==> config.mk <==
export PLATFORM = sky130hd
export DESIGN_NAME = seq_multiplier
export DESIGN_NICKNAME = d
export VERILOG_FILES = /design/src/rtl/seq_multiplier.sv
export SDC_FILE = /design/constraint.sdc
export NUM_CORES = 1
export LEC_CHECK = 0
export CAP_MARGIN = 20
export CORE_MARGIN = 2
export CORE_UTILIZATION = 64
export CTS_CLUSTER_DIAMETER = 200
export DETAILED_ROUTE_END_ITERATION = 7
export PLACE_DENSITY_LB_ADDON = 0.2
export SKIP_CTS_REPAIR_TIMING = 1
export SLEW_MARGIN = 15
export SYNTH_ARGS = -nofsm -noshare
export SYNTH_HDL_FRONTEND = slang
export SYNTH_SLANG_ARGS = --single-unit
==> constraint.sdc <==
create_clock -name sys_clk -period 6.8 [get_ports sys_clk]
set_clock_uncertainty 0.15 [all_clocks]
set_input_delay 0.68 -clock sys_clk [delete_from_list [all_inputs] [get_ports sys_clk]]
set_output_delay 0.68 -clock sys_clk [all_outputs]
set_load 0.005 [all_outputs]
==> src/rtl/seq_multiplier.sv <==
// Iterative shift-add 32x32->64 multiplier (signed/unsigned) with fixed latency of WIDTH/BITS_PER_CYCLE+1 edges after the request.
// Requester holds enable until done; dropping enable in CALC aborts. Optional early exit: define MUL_EARLY_EXIT_EN.
module seq_multiplier #(
    parameter int WIDTH          = 32,
    parameter int BITS_PER_CYCLE = 1
) (
    input  logic                 sys_clk,
    input  logic                 rst_n,
    input  logic                 enable,
    input  logic                 is_unsign,
    input  logic [WIDTH-1:0]     a,
    input  logic [WIDTH-1:0]     b,
    output logic [2*WIDTH-1:0]   result,
    output logic                 done
);

    localparam int ITER = WIDTH / BITS_PER_CYCLE;
    localparam int CW   = $clog2(ITER + 1);
    localparam logic [WIDTH-1:0]   ONE_W  = 1;
    localparam logic [2*WIDTH-1:0] ONE_2W = 1;
    localparam logic [CW-1:0]      ONE_C  = 1;
    localparam logic [CW-1:0]      ITER_C = ITER[CW-1:0];

    typedef enum logic [1:0] {IDLE, CALC, DONE} state_t;

    state_t               state, state_nxt;
    logic [2*WIDTH-1:0]   acc;
    logic [2*WIDTH-1:0]   mcand;
    logic [WIDTH-1:0]     mreg;
    logic [CW-1:0]        cnt;
    logic                 neg;

    logic [WIDTH-1:0]     mag_a, mag_b;
    logic [2*WIDTH-1:0]   pp;
    logic [2*WIDTH-1:0]   final_val;
    logic                 calc_done;

    // The most negative operand negates to itself, which is its correct unsigned magnitude.
    always_comb begin
        mag_a = (!is_unsign && a[WIDTH-1]) ? (~a + ONE_W) : a;
        mag_b = (!is_unsign && b[WIDTH-1]) ? (~b + ONE_W) : b;
    end

    always_comb begin
        pp = '0;
        for (int i = 0; i < BITS_PER_CYCLE; i++) begin
            if (mreg[i]) pp = pp + (mcand << i);
        end
    end

    // The multiplicand shifts left instead of the accumulator shifting right,
    // so acc is already aligned whenever the remaining multiplier bits are zero.
`ifdef MUL_EARLY_EXIT_EN
    assign calc_done = (cnt == '0) || (mreg == '0);
`else
    assign calc_done = (cnt == '0);
`endif

    assign final_val = neg ? (~acc + ONE_2W) : acc;

    always_ff @(posedge sys_clk or negedge rst_n) begin
        if (!rst_n) state <= IDLE;
        else        state <= state_nxt;
    end

    always_comb begin
        state_nxt = state;
        case (state)
            IDLE: if (enable) state_nxt = CALC;
            CALC: begin
                if (!enable)        state_nxt = IDLE;
                else if (calc_done) state_nxt = DONE;
            end
            DONE:    state_nxt = IDLE;
            default: state_nxt = IDLE;
        endcase
    end

    always_ff @(posedge sys_clk or negedge rst_n) begin
        if (!rst_n) begin
            acc    <= '0;
            mcand  <= '0;
            mreg   <= '0;
            cnt    <= '0;
            neg    <= 1'b0;
            result <= '0;
            done   <= 1'b0;
        end else begin
            done <= 1'b0;
            case (state)
                IDLE: begin
                    if (enable) begin
                        mcand <= {{WIDTH{1'b0}}, mag_a};
                        mreg  <= mag_b;
                        neg   <= ~is_unsign & (a[WIDTH-1] ^ b[WIDTH-1]);
                        acc   <= '0;
                        cnt   <= ITER_C;
                    end
                end
                CALC: begin
                    if (enable) begin
                        if (calc_done) begin
                            result <= final_val;
                            done   <= 1'b1;
                        end else begin
                            acc   <= acc + pp;
                            mcand <= mcand << BITS_PER_CYCLE;
                            mreg  <= mreg >> BITS_PER_CYCLE;
                            cnt   <= cnt - ONE_C;
                        end
                    end
                end
                default: ;
            endcase
        end
    end

endmodule

# After elaboration in Yosys (flattened, before gate mapping)
# Index checks and enable logic that the tools add are counted.
dict set report totals {
  ff_bits 234
  in_bits 68
  out_inout_bits 65
  elab_cells 61
}
dict set report op_classes {
  n_addsub 5
  eq_ne 5
  mux 27
  n_bitwise 6
  reduce_logical 10
}
# cell count
set op_table {}
lappend op_table {{64-bit 2-to-1 mux} 8}
lappend op_table {{64-bit case mux with 2 select lines} 2}
lappend op_table {{32-bit 2-to-1 mux} 5}
lappend op_table {{32-bit by 1-bit adder with 32-bit output, second input constant} 2}
lappend op_table {{64-bit by 1-bit adder with 64-bit output, second input constant} 1}
lappend op_table {{64-bit adder} 1}
lappend op_table {{32-bit inverter} 2}
lappend op_table {{64-bit inverter} 1}
lappend op_table {{32-bit case mux with 2 select lines} 1}
lappend op_table {{6-bit 2-to-1 mux} 3}
lappend op_table {{6-bit case mux with 2 select lines} 1}
lappend op_table {{6-bit logical NOT} 1}
lappend op_table {{2-bit 2-to-1 mux} 3}
lappend op_table {{2-bit != test, second input constant} 3}
lappend op_table {{6-bit by 1-bit subtractor with 6-bit output, second input constant} 1}
lappend op_table {{2-bit case mux with 2 select lines} 1}
lappend op_table {{2-bit AND reduction} 2}
lappend op_table {{4-bit AND reduction} 1}
lappend op_table {{1-bit 2-to-1 mux} 3}
lappend op_table {{3-bit != test, second input constant} 1}
lappend op_table {{3-bit AND reduction} 1}
lappend op_table {{2-bit by 1-bit equality test with 1-bit output, second input constant} 1}
lappend op_table {{1-bit logical AND} 2}
lappend op_table {{2-bit logical NOT} 1}
lappend op_table {{5 further kinds} 5}

# Logic depth before layout (Yosys ltp)
dict set report logic_depth {
  ltp_word 5
  mapped_depth 16
  depth_no_buf 14
}

# Least setup slack after synthesis
# OpenSTA, ideal clock, no wires.
dict set report synth_path {
  kind {register to register}
  from {register mreg[0]}
  to {register acc[61]}
  setup_time_ns 0.122
  arrival_ns 3.744
  required_ns 6.528
  path_slack_ns 2.784
  path_stages_with_launch 16
  n_path_buf 3
  synth_period_minus_slack_ns 4.016
  cell_sequence {dfrtp_1 clkbuf_1 clkbuf_1 and2_1 ha_1 clkbuf_1 nand2_1 o211ai_1 a21oi_1 or4b_2 a21oi_1 o21bai_1 a2111oi_0 o2111ai_1 a21o_1 a32o_1}
}
dict set report synth_between {
  elab_chain_cells 5
}
# element line
set synth_lines {}
lappend synth_lines {{start, declared} 29} ;# logic [WIDTH-1:0] mreg;
lappend synth_lines {{start signal, assigned} 94} ;# mreg <= mag_b;
lappend synth_lines {{start signal, assigned} 108} ;# mreg <= mreg >> BITS_PER_CYCLE;
lappend synth_lines {{64-bit 2-to-1 mux} 47} ;# if (mreg[i]) pp = pp + (mcand << i);
lappend synth_lines {{64-bit adder} 106} ;# acc <= acc + pp;
lappend synth_lines {{64-bit 2-to-1 mux} 102} ;# if (calc_done) begin
lappend synth_lines {{64-bit 2-to-1 mux} 101} ;# if (enable) begin
lappend synth_lines {{64-bit case mux with 2 select lines} 90} ;# case (state)
lappend synth_lines {{end signal, assigned} 106}
lappend synth_lines {{end, declared} 27} ;# logic [2*WIDTH-1:0] acc;
# No other way between the ends. The select of a mux whose other input is x is not followed.
# A chain may end at the register's enable or synchronous reset.

# Worst setup path after layout
dict set report layout_path {
  from {register mreg[0]}
  to {register acc[57]}
}
# The elaborated chain is that of the path after synthesis.

==> flow_summary.ini <==
[clock_tree]
cts_buffers = 26
clkLatencyLatePin_ns = 0.54
cts_tree = yes
root_buffer = clkbuf_16
clockBufferDepth = 3
clk_pin_slew_worst_paths_ns = 0.06
cts.sinks = 234
htree_levels = 1

[pwr]
leakage_nw = 8.13
seqPwrFrac = 0.366
power_frac_comb = 0.360
swShare = 0.360
power.density_nw_per_um2 = 304
clkPwrFrac = 0.274
p_int_mw = 3.51
p_switching_mw = 1.98
vdd_drop_max_mv = 0.191

[synthesis]
synth_top_cell_area_share = 0.373
ys_warn_count = 0
synth-main-ff-cell = dfrtp_1
netlist_instances = 1950
async_flop_share = 1.00
syn_area_um2 = 15700
syn-num-nets = 2087
synthTopCellsByArea = dfrtp_1 37%, o21ai_0 8.3%, nand2_1 8.1%, xor2_1 6.0%, a21oi_1 5.6%
synth_seq_cells = 234
ys_seq_area_frac = 0.373
synth_most_common_cell = nand2_1
synth_edf_count = 0
ys_types = 61
synth_area_leader_cell = dfrtp_1
synth_common_cells = 337 x nand2_1, 261 x o21ai_0, 234 x dfrtp_1
avgSynthCellArea_um2 = 8.06

[timing]
finalMaxSlewViolations = 0
hold_viol_final = 0
setup_viol_count_final = 0
finalSetupTns_ns = 0
min_period_ns = 4.70
worst_pin_slew_ns = 1.08
maxSlewHeadroom = 0.278
fmax_mhz = 213
min_period_over_period = 0.691
rsz0062_at_grt = no

[floorplan]
die_w_um = 161
core-area_um2 = 24200
io-pin-count = 133
start_util = 0.650
die_h_um = 161
die_area_um2 = 25800
placementRows = 57

[global_route]
overflow = 0
grt_usage = 0.316
grt_max_degree = 137
grt_pass1_wl_um = 66900
grt_antenna_before_repair = 1
grt_pass1_vias = 13100

[placed_design]
portBuffers = 132
place_hpwl_um = 29700
place.gp.congestion = 0.988
placedInstanceArea_um2 = 17100

[drt]
ant_nets = 0
avgViaCountPerCell = 6.07
wl_um = 40700
firstDrtPassIters = 7
via_count = 14200
wl_per_cell_um = 17.4
initialDrtViolationCount = 1103
drc = 0

[critical_path]
cp.required_ns = 7.08
worstSetupEndpointType = register
cp_max_fo = 40
reg2reg_depth = 13
crit_type = register to register
critPathArrivalTime_ns = 4.97
cp-start-kind = register

[status]
status = completed

[layout]
area_growth_pct = 14.9
final_nets = 2139
final_area_um2 = 18000
drive_above_1_share = 0.0386
antennaDiodeCount = 0

[worst_hold_path]
worstHoldPathType = primary input to asynchronous set/reset pin

[run]
maxCapViolCount = 0
==> path summary, 6_finish.rpt <==
check | start | end | slack (ns)
worst max-delay path | mreg[0]$_DFFE_PN0P_ | acc[57]$_DFFE_PN0P_ | 2.10
worst min-delay path | rst_n | result[27]$_DFFE_PN0P_ | 0.02
worst max register to register | mreg[0]$_DFFE_PN0P_ | acc[57]$_DFFE_PN0P_ | 2.10
worst min register to register | result[27]$_DFFE_PN0P_ | result[27]$_DFFE_PN0P_ | 0.33
max in group asynchronous | rst_n | mreg[11]$_DFFE_PN0P_ | 5.23
min in group sys_clk | result[27]$_DFFE_PN0P_ | result[27]$_DFFE_PN0P_ | 0.33
==> routing by layer <==
metal	global-route usage	up-vias	part of all wire
met2	0.501	499	0.45
met4	0.0819	2	0.022
met1	0.463	6691	0.46
li1	-	6971	-
met3	0.0398	68	0.064
met5	0	-	0.00029
==> flip-flops by register name, summed over array words and instances (netlist names) <==
signal  count
mcand      64
state       2
acc        64
result     64
done        1
mreg       32
neg         1
cnt         6
==> worst max-delay path, cell delays in order (launching register included) <==
cell and delay [ns]:
dfrtp_1 0.37, buf_4 0.25, and2_1 0.19, ha_1 0.41, nand2_1 0.12, o211ai_1 0.25
a21oi_1 0.14, or4b_2 0.64, a21oi_1 0.32, o21bai_1 0.19, a2111oi_0 0.80, o21ai_0 0.27
a21o_1 0.23, a32o_1 0.25
==> kinds of logic (layout without fill, tap and decap cells) <==
family                     after synthesis  in the layout  synth area share
and+or+nand+nor                        705            705             0.211
AOI/OAI and AO/OA                      603            603             0.223
buffers and inverters                  160            232            0.0385
muxes                                    6              6           0.00382
adders and majority gates               69             69            0.0554
xor gates and xnor gates               173            173            0.0964
DFF                                    234            234             0.373
==> through the flow <==
step | util | hold WS (ns) | power [mW] | instances | worst slack (ns)
after global placement | 0.708 | 0.309 | 3.93 | 2298 | 2.27
after floorplan | - | 0.234 | 3.17 | 1950 | 2.78
final | 0.746 | 0.0217 | 5.49 | 2346 | 2.10
after global routing | 0.746 | 0.0850 | 5.83 | 2346 | 1.81
after CTS | 0.746 | 0.0526 | 5.50 | 2346 | 2.17
after detailed placement | 0.708 | 0.319 | 3.98 | 2298 | 2.18
==> cells in the final DEF (no fill, tap or decap), types with 5 or more instances in the layout <==
cell type,n
clkdlybuf4s50_1,131
nor4_1,16
or4_1,15
o21a_1,6
nand3_1,51
nand2b_1,13
a21oi_1,175
o21ai_1,6
buf_4,10
clkbuf_16,27
xnor2_1,66
a31oi_1,11
a21boi_0,6
nand2_1,335
xor2_1,107
o31ai_1,26
mux2i_1,6
nand4_1,25
clkinv_2,7
clkbuf_8,6
o211ai_1,6
a21o_1,40
and2_1,66
a41oi_1,5
or3_1,21
nor3_1,30
nor2_1,98
inv_1,41
dfrtp_1,234
o21ai_0,261
and3_1,9
o21bai_1,14
o41ai_1,10
ha_1,68
==> power groups by stage <==
| stage | Combinational (mW) | Clock [mW] | Sequential, mW |
|---|---|---|---|
| 3_3_place_gp | 1.91 | 0 | 2.01 |
| 3_5_place_dp | 1.96 | 0 | 2.02 |
| 2_1_floorplan | 1.22 | 0 | 1.95 |
| 6_report | 1.98 | 1.51 | 2.01 |
| 5_1_grt | 2.19 | 1.58 | 2.05 |
| 4_1_cts | 1.97 | 1.52 | 2.00 |
==> area by class of cell <==
type | instances | area, um2
Sequential cell | 234 | 5860
Multi-Input combinational cell | 1556 | 9280
Clock inverter | 11 | 155
Tap cell | 324 | 405
Inverter | 41 | 154
Clock buffer | 37 | 773
Fill cell | 1798 | 6130
Timing Repair Buffer | 143 | 1420
No activity file was read; power rests on OpenSTA's default activity.
